**src/rtl/datapath_regs_pkg.sv**
```systemverilog
// datapath_regs_pkg: register indices, bus-select codes, ALU op codes and ALU controller states
package datapath_regs_pkg;
  localparam int AR  = 0;
  localparam int DR  = 1;
  localparam int AC  = 2;
  localparam int LC  = 3;
  localparam int PC  = 4;
  localparam int TR  = 5;
  localparam int SP  = 6;
  localparam int IX  = 7;
  localparam int R8  = 8;
  localparam int R9  = 9;
  localparam int R10 = 10;
  localparam int R11 = 11;
  localparam int R12 = 12;
  localparam int R13 = 13;
  localparam logic [3:0] BUS_IR   = 4'd14;
  localparam logic [3:0] BUS_ZERO = 4'd15;
  typedef enum logic [2:0] {
    OP_NOP  = 3'd0,
    OP_ADD  = 3'd1,
    OP_SUB  = 3'd2,
    OP_LDB  = 3'd3,
    OP_CLR  = 3'd4,
    OP_INC  = 3'd5,
    OP_DEC  = 3'd6,
    OP_HOLD = 3'd7
  } alu_op_e;
  typedef enum logic {ST_IDLE, ST_EXEC} alu_state_e;
  function automatic logic is_exec(input logic [2:0] op);
    return op != OP_NOP && op != OP_HOLD;
  endfunction
endpackage

```
**src/rtl/datapath_regs_alu.sv**
```systemverilog
// dp_alu: AC op decode, truncated arithmetic, IDLE/EXEC controller and registered zero flag Z1
module dp_alu
  import datapath_regs_pkg::*;
#(
  parameter int DATA_W = 8
) (
  input  logic              clk,
  input  logic              rst,
  input  logic [2:0]        i_op,
  input  logic [DATA_W-1:0] i_ac,
  input  logic [DATA_W-1:0] i_bus,
  input  logic              i_clr,
  output logic [DATA_W-1:0] o_res,
  output logic              o_we,
  output logic              o_z1
);
  alu_state_e r_state;
  logic       r_z1;
  // Decode the op into a DATA_W-truncated result and a commit strobe
  always_comb begin
    o_we  = is_exec(i_op);
    o_res = i_op == OP_ADD ? i_ac + i_bus :
            i_op == OP_SUB ? i_ac - i_bus :
            i_op == OP_LDB ? i_bus :
            i_op == OP_CLR ? '0 :
            i_op == OP_INC ? i_ac + DATA_W'(1) :
            i_op == OP_DEC ? i_ac - DATA_W'(1) : i_ac;
  end
  // Controller stays in EXEC while ops arrive back to back; Z1 tracks the AC value actually committed
  always_ff @(posedge clk) begin
    if (rst) begin
      r_state <= ST_IDLE;
      r_z1    <= 1'b0;
    end else begin
      case (r_state)
        ST_IDLE: r_state <= o_we ? ST_EXEC : ST_IDLE;
        ST_EXEC: r_state <= o_we ? ST_EXEC : ST_IDLE;
      endcase
      if (o_we) r_z1 <= i_clr || o_res == '0;
    end
  end
  assign o_z1 = r_z1;
endmodule

```
**src/rtl/datapath_regs.sv**
```systemverilog
// datapath_regs: register file, shared bus, AC/ALU and data-RAM port; define DP_Z2_EN to build the LC zero flag Z2
module datapath_regs
  import datapath_regs_pkg::*;
#(
  parameter int DATA_W = 8,
  parameter int NREG   = 14
) (
  input  logic              clk,
  input  logic              rst,
  input  logic [2:0]        ALU_OP,
  input  logic [3:0]        Bus_Select,
  input  logic [NREG-1:0]   WRT_en,
  input  logic [NREG-1:0]   INC_en,
  input  logic [NREG-1:0]   RST_en,
  input  logic              MEMCtrl,
  input  logic [DATA_W-1:0] ir_in,
  input  logic [DATA_W-1:0] mem_rdata,
  output logic [DATA_W-1:0] mem_addr,
  output logic [DATA_W-1:0] mem_wdata,
  output logic              mem_wren,
  output logic              Z1,
  output logic              Z2,
  output logic [DATA_W-1:0] bus_out,
  output logic [DATA_W-1:0] ac_out
);
  logic [DATA_W-1:0] r_regs [NREG];
  logic [DATA_W-1:0] w_next [NREG];
  logic [DATA_W-1:0] w_bus;
  logic [DATA_W-1:0] w_alu_res;
  logic              w_alu_we;
  assign w_bus     = Bus_Select < 4'(NREG) ? r_regs[Bus_Select] : Bus_Select == BUS_IR ? ir_in : '0;
  assign bus_out   = w_bus;
  assign ac_out    = r_regs[AC];
  assign mem_addr  = r_regs[AR];
  assign mem_wdata = w_bus;
  assign mem_wren  = MEMCtrl;
  dp_alu #(.DATA_W(DATA_W)) u_alu (
    .clk   (clk),
    .rst   (rst),
    .i_op  (ALU_OP),
    .i_ac  (r_regs[AC]),
    .i_bus (w_bus),
    .i_clr (RST_en[AC]),
    .o_res (w_alu_res),
    .o_we  (w_alu_we),
    .o_z1  (Z1)
  );
  // Next value per register: clear > load > increment > hold; DR loads memory on reads, AC lets the ALU outrank a load
  always_comb begin
    for (int i = 0; i < NREG; i++)
      w_next[i] = RST_en[i] ? '0 :
                  WRT_en[i] ? ((i == DR && !MEMCtrl) ? mem_rdata : w_bus) :
                  INC_en[i] ? r_regs[i] + DATA_W'(1) : r_regs[i];
    w_next[AC] = RST_en[AC] ? '0 :
                 w_alu_we   ? w_alu_res :
                 WRT_en[AC] ? w_bus :
                 INC_en[AC] ? r_regs[AC] + DATA_W'(1) : r_regs[AC];
  end
  // Register array commit; the bus is sampled pre-edge so self-loads are loop free
  always_ff @(posedge clk)
    for (int i = 0; i < NREG; i++) r_regs[i] <= rst ? '0 : w_next[i];
`ifdef DP_Z2_EN
  logic r_z2;
  // Z2 flags the loop counter reaching zero on the same edge it is written
  always_ff @(posedge clk) r_z2 <= rst ? 1'b0 : w_next[LC] == '0;
  assign Z2 = r_z2;
`else
  assign Z2 = 1'b0;
`endif
endmodule
```
**config.mk**
```make
export PLATFORM = sky130hd
export DESIGN_NAME = datapath_regs
export DESIGN_NICKNAME = d
export VERILOG_FILES = /design/src/rtl/datapath_regs_pkg.sv /design/src/rtl/datapath_regs_alu.sv /design/src/rtl/datapath_regs.sv
export SDC_FILE = /design/constraint.sdc
export NUM_CORES = 1
export LEC_CHECK = 0
export CAP_MARGIN = 30
export CELL_PAD_IN_SITES_DETAIL_PLACEMENT = 1
export CELL_PAD_IN_SITES_GLOBAL_PLACEMENT = 2
export CORE_ASPECT_RATIO = 0.6
export CORE_MARGIN = 8
export CORE_UTILIZATION = 31
export CTS_CLUSTER_DIAMETER = 30
export DETAILED_ROUTE_END_ITERATION = 12
export MAX_ROUTING_LAYER = met4
export PLACE_DENSITY_LB_ADDON = 0.1
export SLEW_MARGIN = 10
export SYNTH_ARGS = -nofsm -noshare
export SYNTH_HDL_FRONTEND = slang
export SYNTH_SLANG_ARGS = --single-unit
```
**constraint.sdc**
```tcl
create_clock -name clk -period 4.2 [get_ports clk]
set_input_delay 0.63 -clock clk [delete_from_list [all_inputs] [get_ports clk]]
set_output_delay 0.63 -clock clk [all_outputs]
set_load 0.005 [all_outputs]
```
Word level (Yosys, flattened, before mapping)
Memory sizes are Yosys's and may differ from the RTL's.
Index checks and enable logic that the tools add are counted.
{"block": "word_totals", "ff_bits": 1, "latch_bits": 0, "mem_bits_rw": 112, "mem_bits_ro": 0, "input_bits": 68, "output_inout_bits": 35, "elab_cells": 98, "memories": 1}
{"block": "op_classes", "n_addsub": 17, "multipliers": 0, "n_div": 0, "n_lt_le_gt_ge": 1, "n_eq_ne": 8, "shifts": 0, "mux": 66, "bitwise_logic": 0, "n_reduce_logical": 4}
{"memory": "r_regs", "depth": 14, "width": 8, "rd": 15, "rd_ports_with_merged_regs": 0, "wr": 14, "line_no": "datapath_regs.sv:26", "rtl": "logic [DATA_W-1:0] r_regs [NREG];"}
{"operator": "two-way mux 8 bit", "n": 66}
{"operator": "adder 8 x 1 -> 8 bit (second input constant)", "n": 14}
{"operator": "equality test 3 bit (second input constant)", "n": 3}
{"operator": "adder 8 bit", "n": 1}
{"operator": "logical NOT 8 bit", "n": 1}
{"operator": "subtractor 8 x 1 -> 8 bit (second input constant)", "n": 1}
{"operator": "subtractor 8 bit", "n": 1}
{"operator": "equality test 3 x 2 -> 1 bit (second input constant)", "n": 2}
{"operator": "equality test 4 bit (second input constant)", "n": 1}
{"operator": "< comparator 4 bit (second input constant)", "n": 1}
{"operator": "equality test 3 x 1 -> 1 bit (second input constant)", "n": 1}
{"operator": "inequality test 3 bit (second input constant)", "n": 1}
{"operator": "nonzero test 3 bit", "n": 1}
{"operator": "logical AND 1 bit", "n": 1}
{"operator": "logical OR 1 bit", "n": 1}

Longest topological paths before layout
An unclocked memory read counts as a cell.
{"block": "logic_depth", "depth_word": 11, "mapped_depth": 19, "depth_no_buf": 14}

Cells and area by module
Synthesis repeated with hierarchy kept, for this count alone.
{"block": "hier_totals", "hier_cells": 993, "hier_area_um2": 8438.1}
{"mod": "datapath_regs", "instances": 1, "cells_each": 806, "area_per_inst_um2": 7123.1, "seq_area_each_um2": 2242.2}
{"mod": "dp_alu", "instances": 1, "cells_each": 187, "area_per_inst_um2": 1315.0, "seq_area_each_um2": 20.0}

Worst setup path before layout
OpenSTA, ideal clock, no wires.
{"block": "synth_timing", "path_type": "input -> register", "start": "input port Bus_Select[1]", "end": "register u_alu.r_z1 (netlist: u_alu.o_z1)", "setup_ns": 0.088, "arrival_ns": 4.391, "slack_ns": -0.279, "cell_stages": 16, "cell_sequence": "buf_2 > buf_2 > mux4_2 > nand2_1 > nand2_1 > o21ai_1 > clkbuf_1 > ha_1 > clkbuf_1 > a2111oi_0 > or3_1 > a41oi_1 > nor2_1 > a211oi_1 > or4_1 > o32ai_2"}
{"block": "synth_between", "elab_chain_cells": 8, "elab_cells_between_ends": 12, "classes_between": "add/sub: 2; order compare: 1; eq/ne: 1; mux: 5; reduce/logical: 2; memory: 1"}
{"element": "start: declaration", "line_no": "datapath_regs.sv:11", "rtl": "input logic [3:0] Bus_Select,"}
{"element": "branches (longest 2 deep; another with memory read (14 x 8 bit))"}
{"element": "two-way mux 8 bit (*)", "line_no": "datapath_regs.sv:31", "rtl": "assign w_bus = Bus_Select < 4'(NREG) ? r_regs[Bus_Select] : Bus_Select == BUS_IR ? ir_in : '0;"}
{"element": "subtractor 8 bit / two-way mux 8 bit (equally long branches)", "line_no": "datapath_regs_alu.sv:23, datapath_regs_alu.sv:24"}
{"element": "two-way mux 8 bit", "line_no": "datapath_regs_alu.sv:23", "rtl": "i_op == OP_SUB ? i_ac - i_bus :"}
{"element": "two-way mux 8 bit (*)", "line_no": "datapath_regs_alu.sv:22", "rtl": "o_res = i_op == OP_ADD ? i_ac + i_bus :"}
{"element": "logical NOT 8 bit (*)", "line_no": "datapath_regs_alu.sv:39", "rtl": "if (o_we) r_z1 <= i_clr || o_res == '0;"}
{"element": "logical OR 1 bit (*)", "line_no": "datapath_regs_alu.sv:39"}
{"element": "end signal: assignment", "line_no": "datapath_regs_alu.sv:33", "rtl": "r_z1 <= 1'b0;"}
{"element": "end signal: assignment", "line_no": "datapath_regs_alu.sv:39"}
{"element": "end: declaration", "line_no": "datapath_regs_alu.sv:18", "rtl": "logic r_z1;"}
Every way passes the cells marked *.
A chain may end at the register's enable or synchronous reset.

Worst setup path in the final report
{"block": "layout_timing", "start": "input port Bus_Select[3]", "end": "register u_alu.r_z1 (netlist: u_alu.o_z1)"}
The elaborated chain is that of the path after synthesis.

==> flow_metrics.env <==
export IMPL_status="complete, no violations"
export IMPL_crit_slowest_cell="or4_1"
export IMPL_combPwrFrac_pct=24.5
export IMPL_drc=0
export IMPL_num_fill_cells=3153
export IMPL_ant_nets=0
export IMPL_cts_tree="done"
export IMPL_viasPerCell=5.441
export IMPL_place_port_buffers=101
export IMPL_async_flop_share_pct=0
export IMPL_cts_sinks=113
export IMPL_grt_pass1_vias=8094
export IMPL_final_nets=1202
export IMPL_wl_mm=35.07
export IMPL_layout_min_cycle_time_ps=4007
export IMPL_crit_required_ps=4530
export IMPL_ir_drop_v=0.0002257
export IMPL_power_per_cell_area_mw_per_mm2=322.9
export IMPL_critPathKind="in -> reg"
export IMPL_clockPowerShare_pct=40.2
export IMPL_drt_iter0_drc=676
export IMPL_grt_pass1_wl_mm=52.87
export IMPL_yosysMostFrequentCell="nor2_1"
export IMPL_chipHeight_um=142.7
export IMPL_grt_usage_pct=22.48
export IMPL_hold_viol=0
export IMPL_rsz0062_at_grt="false"
export IMPL_syn_nets=1101
export IMPL_syn_area_mm2=0.008293
export IMPL_root_buffer="clkbuf_16"
export IMPL_maxSlewHeadroom_pct=58.26
export IMPL_drt_pass1_iter_count=5
export IMPL_cp_arrival_ps=4340
export IMPL_h_tree_depth=4
export IMPL_start_util_pct=31.46
export IMPL_synthToLayoutAreaGrowth_pct=26.58
export IMPL_clock_path_buffers=2
export IMPL_cp_max_fo=16
export IMPL_postCtsSetupRepairBufs=0
export IMPL_syn_inst=1001
export IMPL_io_pins=103
export IMPL_std_cell_rows=46
export IMPL_fmax_mhz=249.5
export IMPL_grtUsageMet2_pct=28.82
export IMPL_synthFlopType="dfxtp_1"
export IMPL_synth_avg_cell_area_um2=8.285
export IMPL_cts_buffers=17
export IMPL_synth_common_cells="nor2_1, a211oi_1, dfxtp_1"
export IMPL_use_met3_pct=6.227
export IMPL_grt_max_degree=27
export IMPL_core_area_mm2=0.02636
export IMPL_layout_drive_gt1_share_pct=14.72
export IMPL_power_mw=3.389
export IMPL_tightest_slew_ps=624.1
export IMPL_grt_util_met1_pct=33.71
export IMPL_p_int_mw=2.325
export IMPL_yosys_cell_types_count=76
export IMPL_reg2reg_slack_ps=270
export IMPL_busiest_layer="met1"
export IMPL_vias=8025
export IMPL_p_seq_share_pct=35.3
export IMPL_synth_edf_count=0
export IMPL_final_util_pct=39.82
export IMPL_globalRouteOverflowTotal=0
export IMPL_startpoint_type="primary input"
export IMPL_ctsResizeCount=0
export IMPL_synth_top_area_share_pct=27.28
export IMPL_wire_per_inst_um=23.77
export IMPL_switching_share_pct=31.39
export IMPL_finalCritPeriodShare_pct=95.41
export IMPL_critPathCaptureType="register"
export IMPL_path_cells="clkdlybuf4s50_1 > buf_12 > mux4_2 > mux2i_1 > o21a_1 > ha_1 > nand2b_1 > a2bb2oi_1 > a21oi_1 > o21bai_1 > xnor2_1 > a221oi_1 > or4_1 > o32ai_2"
export IMPL_synth_warning_count=0
export IMPL_setup_viol=0
export IMPL_dieArea_mm2=0.03241
export IMPL_drv_cap=0
export IMPL_max_stage_delay_ps=590
export IMPL_fp_dieW_um=227.2
export IMPL_synth_seq_cells=113
export IMPL_cts_hold_buf=0
export IMPL_finClkSkew_ps=14.25
export IMPL_p_leak_nw=3.945
export IMPL_synth_area_leader_cell="dfxtp_1"
export IMPL_path_clk_slew_ps=50
export IMPL_antenna_found_initial=2
export IMPL_slew_violations=0
export IMPL_hpwl_mm=27.22
export IMPL_holdCritPathClass="reg -> reg"
export IMPL_yosysSeqAreaShare_pct=27.28
export IMPL_clk_latency_ps=430
export IMPL_p_sw_mw=1.064
export IMPL_synth_top_cells_by_area="dfxtp_1, a211oi_1, nor2_1"
export IMPL_place_gp_congestion=0.8891
==> per-stage QoR <==
stage | setup slack, ps | instance area (um2) | std cells | hold slack (ps) | TNS (ps)
global route | 20.16 | 10500 | 1475 | 640.6 | 0
CTS | 133.0 | 10480 | 1474 | 594.0 | 0
floorplan | 11.11 | 8313 | 1001 | 544.0 | 0
finish | 192.7 | 10500 | 1475 | 591.8 | 0
detailed placement | -305.6 | 9935 | 1443 | 581.5 | -626.6
global placement | -212.2 | 9935 | 1443 | 577.0 | -363.7
==> state kept, by name, summed over array words and instances (netlist names) <==
register and count:
r_regs 112, u_alu.o_z1 1
==> power by group through the flow <==
stage / Combinational, mW / Sequential [mW] / Clock [mW]
finish: 0.830 / 1.20 / 1.36
global route: 0.897 / 1.20 / 1.44
CTS: 0.823 / 1.20 / 1.39
detailed placement: 0.818 / 1.22 / 0
global placement: 0.814 / 1.22 / 0
floorplan: 0.458 / 1.19 / 0
==> worst max-delay path, delay by kind of cell <==
kind	cells	cell delay, ps
AO/OA/AOI/OAI	6	1090
AND/OR/NAND/NOR	2	800
buffers and inverters	2	670
multiplexers	2	610
adder cells (fa/ha/maj)	1	380
XOR/XNOR	1	160
==> cells by family after synthesis <==
family / after synthesis / synth area share, %
compound gates: 229 / 20.72
fa+ha+maj: 32 / 5.009
other cells: 1 / 0.04522
buf+inv: 115 / 6.020
simple gates: 347 / 19.72
xor+xnor: 110 / 11.62
mux: 54 / 9.596
flops: 113 / 27.28
==> worst paths after layout <==
| path | endpoint | startpoint | depth (start not counted) |
|---|---|---|---|
| worst max-delay path | u_alu.o_z1 | Bus_Select[3] | 14 |
| worst min-delay path | u_alu.o_z1 | u_alu.o_z1 | 2 |
| worst max register to register | u_alu.o_z1 | r_regs[0][1] | 13 |
| worst min register to register | u_alu.o_z1 | u_alu.o_z1 | 2 |
==> cells in the final DEF, fill, tap and decap left out, types with 25 or more instances in the layout <==
cell type,synthesis,final
a211oi_1,125,124
buf_4,10,71
clkdlybuf4s50_1,0,98
dfxtp_1,113,113
ha_1,30,30
mux2i_1,30,30
nand2_1,61,61
nand4_1,29,29
nor2_1,150,150
nor2b_1,25,25
xnor2_1,63,63
xor2_1,47,47
==> layout make-up <==
class                   count  area (um2)  share of cell area [%]
diodes                      1       2.502                 0.02384
clock buffers              20       456.7                   4.350
clock inverters            11       90.09                  0.8582
inverters                  21       78.83                  0.7509
multi-input cells         773        5547                   52.84
flip-flops and latches    113        2262                   21.55
well taps                 360       450.4                   4.291
repair buffers            176        1610                   15.34
==> per-layer routing <==
layer	part of all wire [%]	routed length [um]
met5	0	0
met4	1.8	618
met1	53	18670
met3	7.1	2479
met2	38	13300
(Power assumes the default switching activity.)
==> variant 1 (config.mk and constraints unchanged) <==
`DATA_W` is set to 8 in 2 places; all go to 6.
--- a/src/rtl/datapath_regs_alu.sv
+++ b/src/rtl/datapath_regs_alu.sv
@@ -4,3 +4,3 @@
 #(
-  parameter int DATA_W = 8
+  parameter int DATA_W = 6
 ) (
--- a/src/rtl/datapath_regs.sv
+++ b/src/rtl/datapath_regs.sv
@@ -4,3 +4,3 @@
 #(
-  parameter int DATA_W = 8,
+  parameter int DATA_W = 6,
   parameter int NREG   = 14
Ports: changed (6 resized); port bits go from 103 to 91. No check against the original RTL was run, so the function may have changed too.
==> variant 1 against the original RTL <==
Routed wire length fell by 28%; cell count fell by 26%; sequential cell count fell by 28; power fell by 32%; cell area fell by 26%; first-iteration DRC count fell by 39%; largest cell class unchanged; area after synthesis fell by 26%; worst setup slack got worse by 0.0042 ns; global-route usage fell by 1.3 points.
==> variant 1: results (changes against the original RTL) <==
[yosys]
syn_area_per_cell_um2=8.50  ; +2.6%
synth_nets=812  ; -26%
ys_seq_area_frac=0.278  ; +0.00517
yosys-top-cells-count=nor2_1 (103), a211oi_1 (96), dfxtp_1 (85)

[global_route]
grt_pass1_vias=6106  ; -25%
grt_max_degree=19  ; -30%
grt_pass1_wl_um=38600  ; -27%
grt_use_total=0.212  ; -0.0129

[cts]
cts_buffers=9  ; -8
insertion_delay_ns=0.35  ; -0.08 ns

[sta]
fin_skew_ns=0.00845  ; -0.00579 ns

[place]
port_buffers=89  ; -12%
globalplace.congestion=0.886  ; -0.33%
place_area_um2=7460  ; -25%
pre_cts_slack_ns=-0.430  ; -0.124 ns
hpwl_um=19700  ; -28%

[setup_path]
crit_slowest_cell=or4b_1
cp_slowest_stage_delay_ns=0.56  ; -0.03 ns

[pwr]
leakagePower_uw=0.00296  ; -25%

[drt]
vias=5920  ; -26%
drt_iter0_markers=413  ; -39%
routedWlPerCell_um=23.2  ; -2.5%

[finish]
largest_reg_flops=84  ; -25%
stdcell_count=1085  ; -26%

[status]
status=completed

[variant 1: cell count changes in the layout (fill, tap and decap cells not counted), sizes merged, moves of 17 or more]
cell and delta:
nand3 -19, xnor2 -17, nand2 -17, buf -21
xor2 -19, dfxtp -28, nor2 -47, a211oi -29
[variant 1: layout make-up]
class                           count  area [µm²]
Antenna cell                        1        2.50
Fill cell                        2249       11400
Clock inverter                      4        22.5
Multi-Input combinational cell    555        4060
Tap cell                          266         333
Sequential cell                    85        1700
Inverter                           18        67.6
Timing Repair Buffer              144        1320
Clock buffer                       12         256
[variant 1: power by group]
group          internal (µW)  leakage [µW]  switching (µW)  total [µW]
logic                    290       0.00212             323         613
registers                845      0.000695            64.5         909
clock network            431      0.000138             348         779
total                   1560       0.00296             736        2300
[variant 1: worst paths after layout]
check | from | to | slack (ns) | cells after the start
setup reg to reg | r_regs[10][0] | u_alu.o_z1 | 0.55 | 14
setup / recovery | Bus_Select[1] | u_alu.o_z1 | 0.19 | 17
hold / removal | r_regs[9][5] | r_regs[9][5] | 0.59 | 3
hold reg to reg | r_regs[9][5] | r_regs[9][5] | 0.59 | 3
[variant 1: logic make-up after synthesis]
group / Yosys count / synth area share
AOI/OAI and AO/OA: 176 / 0.217
xor gates and xnor gates: 74 / 0.106
adders and majority gates: 29 / 0.0613
buffers and inverters: 80 / 0.0621
DFF: 85 / 0.278
muxes: 38 / 0.0920
other: 1 / 0.000613
and+or+nand+nor: 237 / 0.183
[variant 1: metal layers]
metal  up-vias  GRT usage  routed length (µm)
li1       2796          -                   -
met1      2956      0.316               13700
met2       148      0.278                9850
met3        20     0.0540                1290
met4         0     0.0410                 267
met5         -          -                   0
[variant 1: repair_timing]
item	in CTS	in global routing
endpoints found under the setup margin	1	2
pin swaps	0	1
resized for setup	4	6
cloned	0	0
==> variant 2 (same settings) <==
Made on the original files. Put a register stage on the output `ac_out`. The value now appears one clock later. The other outputs are not delayed to match.
--- a/src/rtl/datapath_regs.sv
+++ b/src/rtl/datapath_regs.sv
@@ -32,3 +32,5 @@
   assign bus_out   = w_bus;
-  assign ac_out    = r_regs[AC];
+  always_ff @(posedge clk) begin
+    ac_out <= r_regs[AC];
+  end
   assign mem_addr  = r_regs[AR];
Function: changed (a bounded check fails within 4 cycles, from zero or initial values and one cycle with rst high).
==> variant 2 against the original RTL <==
Power increased by 6.8%; worst setup slack got worse by 0.026 ns; sequential cell count increased by 8; cell area increased by 4.2%; routed wire length increased by 2.7%; area after synthesis increased by 2.5%; utilization increased by 0.25 points; count of clock-buffer cells in the layout increased by 5; highest routed layer unchanged.
==> variant 2: results (changes against the original RTL) <==
[status]
status=completed

[setup_path]
crit_slowest_cell=clkdlybuf4s50_1
cp_max_fo=11  ; -5
cp_slowest_stage_delay_ns=0.50  ; -0.09 ns
worstReg2RegStart=r_regs[1][0]
cp_data_arrival_time_ns=4.38  ; +0.04 ns

[finish]
fillers=3207  ; +1.7%
antenna_cells=0  ; -1
nets=1241  ; +3.2%
drive_gt1_frac=0.159  ; +0.0114

[pwr]
ir_drop_v=0.000320  ; +42%
swShare=0.308  ; -0.00587
leakagePower_uw=0.00418  ; +6.1%

[drt]
wl_um=36000  ; +2.7%
routedWlPerCell_um=23.7  ; -0.37%
via_per_inst=5.47  ; +0.55%
drt_iter0_markers=770  ; +14%

[hold_path]
min_from=r_regs[13][7]
hold_depth=3  ; +1

[global_route]
grt_pass1_vias=8041  ; -0.65%
antenna_found_initial=0  ; -2
grt_max_degree=21  ; -22%
grt_pass1_wl_um=54100  ; +2.3%
grt_use_total=0.224  ; -0.00108

[yosys]
ys_seq_area_frac=0.285  ; +0.0121
synth_area_leaders=dfxtp_1 (28%), a211oi_1 (11%), nor2_1 (6.0%)
syn_inst=1012  ; +1.1%
yosys-top-cells-count=nor2_1 (137), a211oi_1 (126), dfxtp_1 (121)
synth_cell_type_count=78  ; +2.6%
synth_nets=1112  ; +1.0%

[sta]
fin_skew_ns=0.00958  ; -0.00467 ns

[place]
hpwl_um=27500  ; +0.96%
place_area_um2=10300  ; +4.1%
place_inst=1489  ; +3.2%

-- variant 2: area by class of cell --
class | instances | area (µm²) | share of cell area
inverters | 24 | 90.1 | 0.00824
well taps | 367 | 459 | 0.0420
flip-flops and latches | 121 | 2420 | 0.222
clock buffers | 25 | 475 | 0.0435
clock inverters | 7 | 92.6 | 0.00847
repair buffers | 197 | 1780 | 0.162
multi-input cells | 780 | 5620 | 0.514
-- variant 2: cell families (layout without fill, tap and decap cells) --
kind of cell / after synthesis / in the layout / synth area share
buffers and inverters: 111 / 253 / 0.0593
AOI/OAI and AO/OA: 240 / 240 / 0.209
DFF: 121 / 121 / 0.285
other: 1 / 1 / 0.000441
and+or+nand+nor: 358 / 358 / 0.199
muxes: 48 / 48 / 0.0926
xor gates and xnor gates: 101 / 101 / 0.106
adders and majority gates: 32 / 32 / 0.0489
-- variant 2: per-stage QoR --
step	worst slack (ns)	total power [µW]	hold slack [ns]
after floorplan	0.0421	1720	0.326
after global placement	-0.242	2160	0.570
after detailed placement	-0.373	2160	0.579
after CTS	0.0828	3650	0.589
after global routing	-0.00593	3770	0.615
final	0.167	3620	0.586
-- variant 2: repair_timing --
action                     in CTS  in global routing
resized for setup               0                  7
hold buffers                    0                  0
setup endpoints to repair       0                  3
-- variant 2: routing by layer --
metal	routed length (µm)	track usage
met2	14300	0.296
met1	19100	0.334
met5	0	-
met4	428	0.0568
met3	2190	0.0480
-- variant 2: worst max-delay path by stage --
stage / startpoint / endpoint / slack [ns] / cells past startpoint
6_report: Bus_Select[1] / u_alu.o_z1 / 0.17 / 15
2_1_floorplan: Bus_Select[0] / u_alu.o_z1 / 0.04 / 16
3_3_place_gp: Bus_Select[1] / u_alu.o_z1 / -0.24 / 15
4_1_cts: Bus_Select[1] / u_alu.o_z1 / 0.08 / 15
3_5_place_dp: Bus_Select[1] / u_alu.o_z1 / -0.37 / 15
5_1_grt: Bus_Select[1] / r_regs[2][4] / -0.006 / 20
-- variant 2: worst min-delay path, cell delays in order, from the launching register on --
cell and delay [ns]:
dfxtp_1 0.33, xnor2_1 0.08, nor2_1 0.08, a211oi_1 0.05
-- variant 2: power by group through the flow --
stage	combinational, µW	sequential [µW]	clock (µW)
2_1_floorplan	452	1270	0
3_3_place_gp	851	1310	0
3_5_place_dp	855	1310	0
4_1_cts	862	1280	1500
5_1_grt	935	1290	1550
6_report	871	1280	1470
